[config.mk]
export PLATFORM = sky130hd
export DESIGN_NAME = uart_rx_fifo
export DESIGN_NICKNAME = d
export VERILOG_FILES = /design/src/rtl/uart_pkg.sv /design/src/rtl/uart_fifo_mem.sv /design/src/rtl/uart_rx_fifo.sv
export SDC_FILE = /design/constraint.sdc
export NUM_CORES = 1
export LEC_CHECK = 0
export CAP_MARGIN = 5
export CORE_ASPECT_RATIO = 0.6
export CORE_MARGIN = 3
export CORE_UTILIZATION = 40
export DETAILED_ROUTE_END_ITERATION = 7
export PLACE_DENSITY = 0.57
export SYNTH_ARGS = -nofsm -noshare
export SYNTH_HDL_FRONTEND = slang
export SYNTH_SLANG_ARGS = --single-unit
[constraint.sdc]
create_clock -name clk -period 4.6 [get_ports clk]
set_input_delay 0.46 -clock clk [delete_from_list [all_inputs] [get_ports clk]]
set_output_delay 0.46 -clock clk [all_outputs]
set_load 0.01 [all_outputs]
[src/rtl/uart_pkg.sv]
// ---------------------------------------------------------------------------
// uart_pkg
// Shared UART constants, imported by the receiver and by its RX FIFO.
//   UART_DATA_W         : width of one received character
//   UART_RX_FIFO_DEPTH  : default entry count of the RX FIFO
//   is_valid_depth()    : true for power-of-two depths in 2..256
// ---------------------------------------------------------------------------
package uart_pkg;

    localparam int UART_DATA_W        = 8;
    localparam int UART_RX_FIFO_DEPTH = 16;

    function automatic bit is_valid_depth(input int depth);
        return (depth >= 2) && (depth <= 256) && ((depth & (depth - 1)) == 0);
    endfunction

endpackage

[src/rtl/uart_fifo_mem.sv]
// ---------------------------------------------------------------------------
// uart_fifo_mem
// Storage array for the UART RX FIFO: one synchronous write port and one
// asynchronous read port. Contents are not reset; the owning FIFO masks the
// read data whenever it holds no entries.
// Ports:
//   clk      : system clock, writes on rising edge
//   i_we     : write enable
//   i_waddr  : write address
//   i_wdata  : write data
//   i_raddr  : read address
//   o_rdata  : read data (combinational from the array)
// ---------------------------------------------------------------------------
module uart_fifo_mem
    import uart_pkg::*;
#(
    parameter int DATA_W = UART_DATA_W,
    parameter int DEPTH  = UART_RX_FIFO_DEPTH,
    parameter int ADDR_W = $clog2(DEPTH)
) (
    input  logic              clk,
    input  logic              i_we,
    input  logic [ADDR_W-1:0] i_waddr,
    input  logic [DATA_W-1:0] i_wdata,
    input  logic [ADDR_W-1:0] i_raddr,
    output logic [DATA_W-1:0] o_rdata
);

    logic [DATA_W-1:0] mem [DEPTH];

    always_ff @(posedge clk) begin
        if (i_we) begin
            mem[i_waddr] <= i_wdata;
        end
    end

    assign o_rdata = mem[i_raddr];

endmodule

[src/rtl/uart_rx_fifo.sv]
// ---------------------------------------------------------------------------
// uart_rx_fifo
// First-word-fall-through FIFO buffering bytes from the UART receiver.
// Bytes arriving while full (with no simultaneous pop) are dropped and
// latch a sticky overflow flag.
// Ports:
//   clk              : system clock
//   i_reset_n        : asynchronous active-low reset
//   i_data           : received byte
//   i_data_valid     : one write per cycle while high
//   i_rd_en          : pop the head entry (ignored while empty)
//   i_clear_overflow : clear the sticky overflow flag
//   o_data           : head entry, 0 while empty
//   o_data_valid     : FIFO not empty
//   o_count          : number of stored entries (0..DEPTH)
//   o_full / o_empty : count == DEPTH / count == 0
//   o_overflow       : sticky, a byte was dropped
// ---------------------------------------------------------------------------
module uart_rx_fifo
    import uart_pkg::*;
#(
    parameter int DEPTH  = UART_RX_FIFO_DEPTH,
    parameter int DATA_W = UART_DATA_W
) (
    input  logic                    clk,
    input  logic                    i_reset_n,
    input  logic [DATA_W-1:0]       i_data,
    input  logic                    i_data_valid,
    input  logic                    i_rd_en,
    input  logic                    i_clear_overflow,
    output logic [DATA_W-1:0]       o_data,
    output logic                    o_data_valid,
    output logic [$clog2(DEPTH):0]  o_count,
    output logic                    o_full,
    output logic                    o_empty,
    output logic                    o_overflow
);

    localparam int AW = $clog2(DEPTH);
    localparam int CW = AW + 1;
    localparam logic [CW-1:0] DEPTH_C = CW'(DEPTH);

    if (!is_valid_depth(DEPTH)) begin : g_depth_check
        $error("uart_rx_fifo: DEPTH must be a power of two in 2..256");
    end

    logic [AW-1:0]     wr_ptr;
    logic [AW-1:0]     rd_ptr;
    logic [CW-1:0]     count;
    logic              overflow;
    logic              full;
    logic              empty;
    logic              pop;
    logic              push;
    logic              drop;
    logic [DATA_W-1:0] head;

    assign full  = (count == DEPTH_C);
    assign empty = (count == '0);

    // A pop on the same edge frees the slot being written, so a full FIFO
    // can still accept a byte when the consumer reads at the same time.
    assign pop  = i_rd_en && !empty;
    assign push = i_data_valid && (!full || pop);
    assign drop = i_data_valid && full && !pop;

    always_ff @(posedge clk or negedge i_reset_n) begin
        if (!i_reset_n) begin
            wr_ptr   <= '0;
            rd_ptr   <= '0;
            count    <= '0;
            overflow <= 1'b0;
        end else begin
            // Pointers are exactly AW bits wide, so they wrap modulo DEPTH.
            if (push) begin
                wr_ptr <= wr_ptr + 1'b1;
            end
            if (pop) begin
                rd_ptr <= rd_ptr + 1'b1;
            end

            if (push && !pop) begin
                count <= count + 1'b1;
            end else if (pop && !push) begin
                count <= count - 1'b1;
            end

            // A drop on the same edge as a clear request keeps the flag set.
            if (drop) begin
                overflow <= 1'b1;
            end else if (i_clear_overflow) begin
                overflow <= 1'b0;
            end
        end
    end

    uart_fifo_mem #(
        .DATA_W (DATA_W),
        .DEPTH  (DEPTH),
        .ADDR_W (AW)
    ) u_mem (
        .clk     (clk),
        .i_we    (push),
        .i_waddr (wr_ptr),
        .i_wdata (i_data),
        .i_raddr (rd_ptr),
        .o_rdata (head)
    );

    // Stale array contents are never exposed: the head is masked while empty,
    // and since count resets asynchronously the mask applies during reset too.
    assign o_data       = empty ? '0 : head;
    assign o_data_valid = !empty;
    assign o_count      = count;
    assign o_full       = full;
    assign o_empty      = empty;
    assign o_overflow   = overflow;

endmodule

==> results.json <==
{
  "antenna_found_initial": 0,
  "slew_headroom": 0.2653,
  "avgRoutedWirePerCell_um": 21.66,
  "crit_required_ns": 4.14,
  "fin_tns_setup_ns": 0,
  "worstSetupStartpointType": "flop",
  "ir_drop_mv": 0.4596,
  "syn_inst": 304,
  "crit_type": "reg -> out",
  "grt_pass1_wl_mm": 18.60,
  "drive_gt1_frac": 0.2216,
  "hold_buffers": 0,
  "grt_pass1_vias": 3094,
  "grt_setup_unrepaired": "false",
  "netlist.area_leader.share": 0.6594,
  "synth_top_area_cell": "edfxtp_1",
  "drt-vias-per-instance": 5.259,
  "yosysSeqAreaShare": 0.7195,
  "coreArea_um2": 13960,
  "cts.repair.resized": 0,
  "critical-path-slowest-cell": "dfrtp_2",
  "hpwlAfterDp_mm": 7.536,
  "post_synth_num_cell_types": 35,
  "avgSynthCellArea_um2": 19.18,
  "cts.sinks": 142,
  "cts_inserted_buffers": 17,
  "outcome": "complete, no violations",
  "die_h_um": 99.51,
  "nNetsFinal": 362,
  "drc": 0,
  "die-area_um2": 16110,
  "cts_tree": "yes",
  "critPathMaxStageDelay_ns": 0.84,
  "synth_area_leaders": "edfxtp_1 (66%), mux4_2 (12%), dfrtp_1 (6.0%)",
  "critPathCaptureType": "output pin",
  "cpLargestDelayFamily": "buffers and inverters",
  "worstPathCellList": "buf_4 > mux4_2 > mux2_2 > o21ai_0 > a21oi_1 > clkdlybuf4s50_1",
  "firstDrtPassIters": 4,
  "portBuffers": 29,
  "period_needed_ns": 3.618,
  "path_clk_slew_ns": 0.06,
  "timing.final.crit_share": 0.7864,
  "fp.dieW_um": 161.9,
  "worst_ep_arrival_time_ns": 3.16,
  "route.vias.total": 2861,
  "fmax_ghz": 0.2764,
  "drv_cap": 0,
  "h-tree-depth": 4,
  "hold_viol_final": 0,
  "slew_violations": 0,
  "num_io_pins": 30,
  "synth_warnings": 0,
  "setup_viol": 0,
  "clkLatencyLatePin_ns": 0.41,
  "num_rows": 33,
  "critPathMaxFanout": 24,
  "grt_max_degree": 25,
  "cts-root-buf": "clkbuf_16",
  "clk_path_buf_depth": 2,
  "drt_iter0_drc": 257,
  "track_usage": 0.1598,
  "synth_fp_nets": 327,
  "place_congestion": 0.7197,
  "critPathBufInv": 2,
  "initial_utilization": 0.4177,
  "drtAntennaViolNets": 0,
  "timing.hold.ws_ns": 0.4655,
  "finalWirelength_mm": 11.79,
  "gr-total-overflow": 0,
  "min_path_type": "in -> async",
  "power_density_nw_per_um2": 661.9,
  "power_mw": 4.588,
  "synth-seq-cells": 142,
  "synthToLayoutAreaGrowth_pct": 18.91,
  "skew_ns": 0.006063,
  "syn_area_um2": 5829,
  "postCtsSetupRepairBufs": 0,
  "worst_pin_slew_ns": 1.102,
  "diodes": 0,
  "leakage_nw": 2.333
}
-- flip-flops by register name, indices dropped and copies added, names as in the netlist --
name,flops
u_mem.mem,128
o_count,5
rd_ptr,4
wr_ptr,4
o_overflow,1
-- layout by cell type (no fill, tap or decap), types with 2 or more instances in the layout --
cell             count
edfxtp_1           128
mux4_2              32
clkdlybuf4s50_1     29
clkbuf_16           17
dfrtp_1             13
o21ai_0             11
mux2_2              10
a21oi_1             10
mux2i_1              9
ha_1                 9
and2_1               8
inv_1                7
nor2_1               7
xnor2_1              7
nand3_1              6
nand2_1              6
bufinv_16            5
and3_1               4
nor3_1               4
clkinv_2             3
clkbuf_1             3
buf_4                3
o21ai_1              2
a21o_1               2
xor2_1               2
clkinvlp_4           2
-- power by group --
group	internal, mW	switching (mW)	leakage (nW)	total [mW]
Sequential	1.58	0.230	1.32	1.81
Clock	0.958	0.503	0.301	1.46
Combinational	0.720	0.593	0.708	1.31
-- cell type report --
cell class / instances / area [µm²]
fill: 1175 / 7024
sequential: 142 / 4195
multi-input combinational: 138 / 1524
clock buffer: 20 / 436.7
timing repair buffer: 32 / 312.8
tap: 192 / 240.2
clock inverter: 12 / 192.7
inverter: 8 / 30.03
-- kinds of logic after synthesis --
kind of cell,share of synthesized area
xor gates and xnor gates,0.01352
adders and majority gates,0.02275
buffers and inverters,0.01910
muxes,0.1584
and+or+nand+nor,0.03628
AOI/OAI and AO/OA,0.03048
DFF,0.7195
-- per-stage QoR --
step / worst slack, ns / util / cell area (µm²) / cells
finish: 0.9823 / 0.4967 / 6932 / 544
global route: 0.7736 / 0.4967 / 6932 / 544
CTS: 0.9008 / 0.4967 / 6932 / 544
detailed placement: 1.304 / 0.4516 / 6302 / 512
global placement: 1.396 / 0.4516 / 6302 / 512
floorplan: 1.647 / - / 5829 / 304
-- synthesized netlist by cell type (all sizes together) --
cell     instances
mux2i            9
a21oi           10
buf             10
fa               1
and3             4
or4              1
a2111oi          1
ha               9
mux4            32
and2             8
o21ai           13
nor2             7
nand4            1
a32o             1
nand3            6
a21o             2
nor3b            1
nand2b           1
xnor2            7
o31ai            2
nor3             4
nand2            6
mux2            10
clkbuf           6
edfxtp         128
dfrtp           14
xor2             2
inv              8
-- worst paths after layout --
kind / from / end / slack (ns) / cells past startpoint
max: rd_ptr[1] / o_data[7] / 0.98 / 6
min: i_reset_n / o_count[0] / 0.47 / 1
min in group clk: o_overflow / o_overflow / 0.51 / 1
max in group asynchronous: i_reset_n / rd_ptr[1] / 3.66 / 1
max reg2reg: o_count[0] / o_count[4] / 1.27 / 9
min reg2reg: o_overflow / o_overflow / 0.51 / 1
-- layer usage --
layer / global-route usage / vias to the layer above / share of wire
met5: 0 / - / 0
met2: 0.2277 / 84 / 0.43
met3: 0.03995 / 14 / 0.064
li1: - / 1286 / -
met4: 0.05505 / 0 / 0.012
met1: 0.2410 / 1477 / 0.50
No activity file was read; power rests on OpenSTA's default activity.
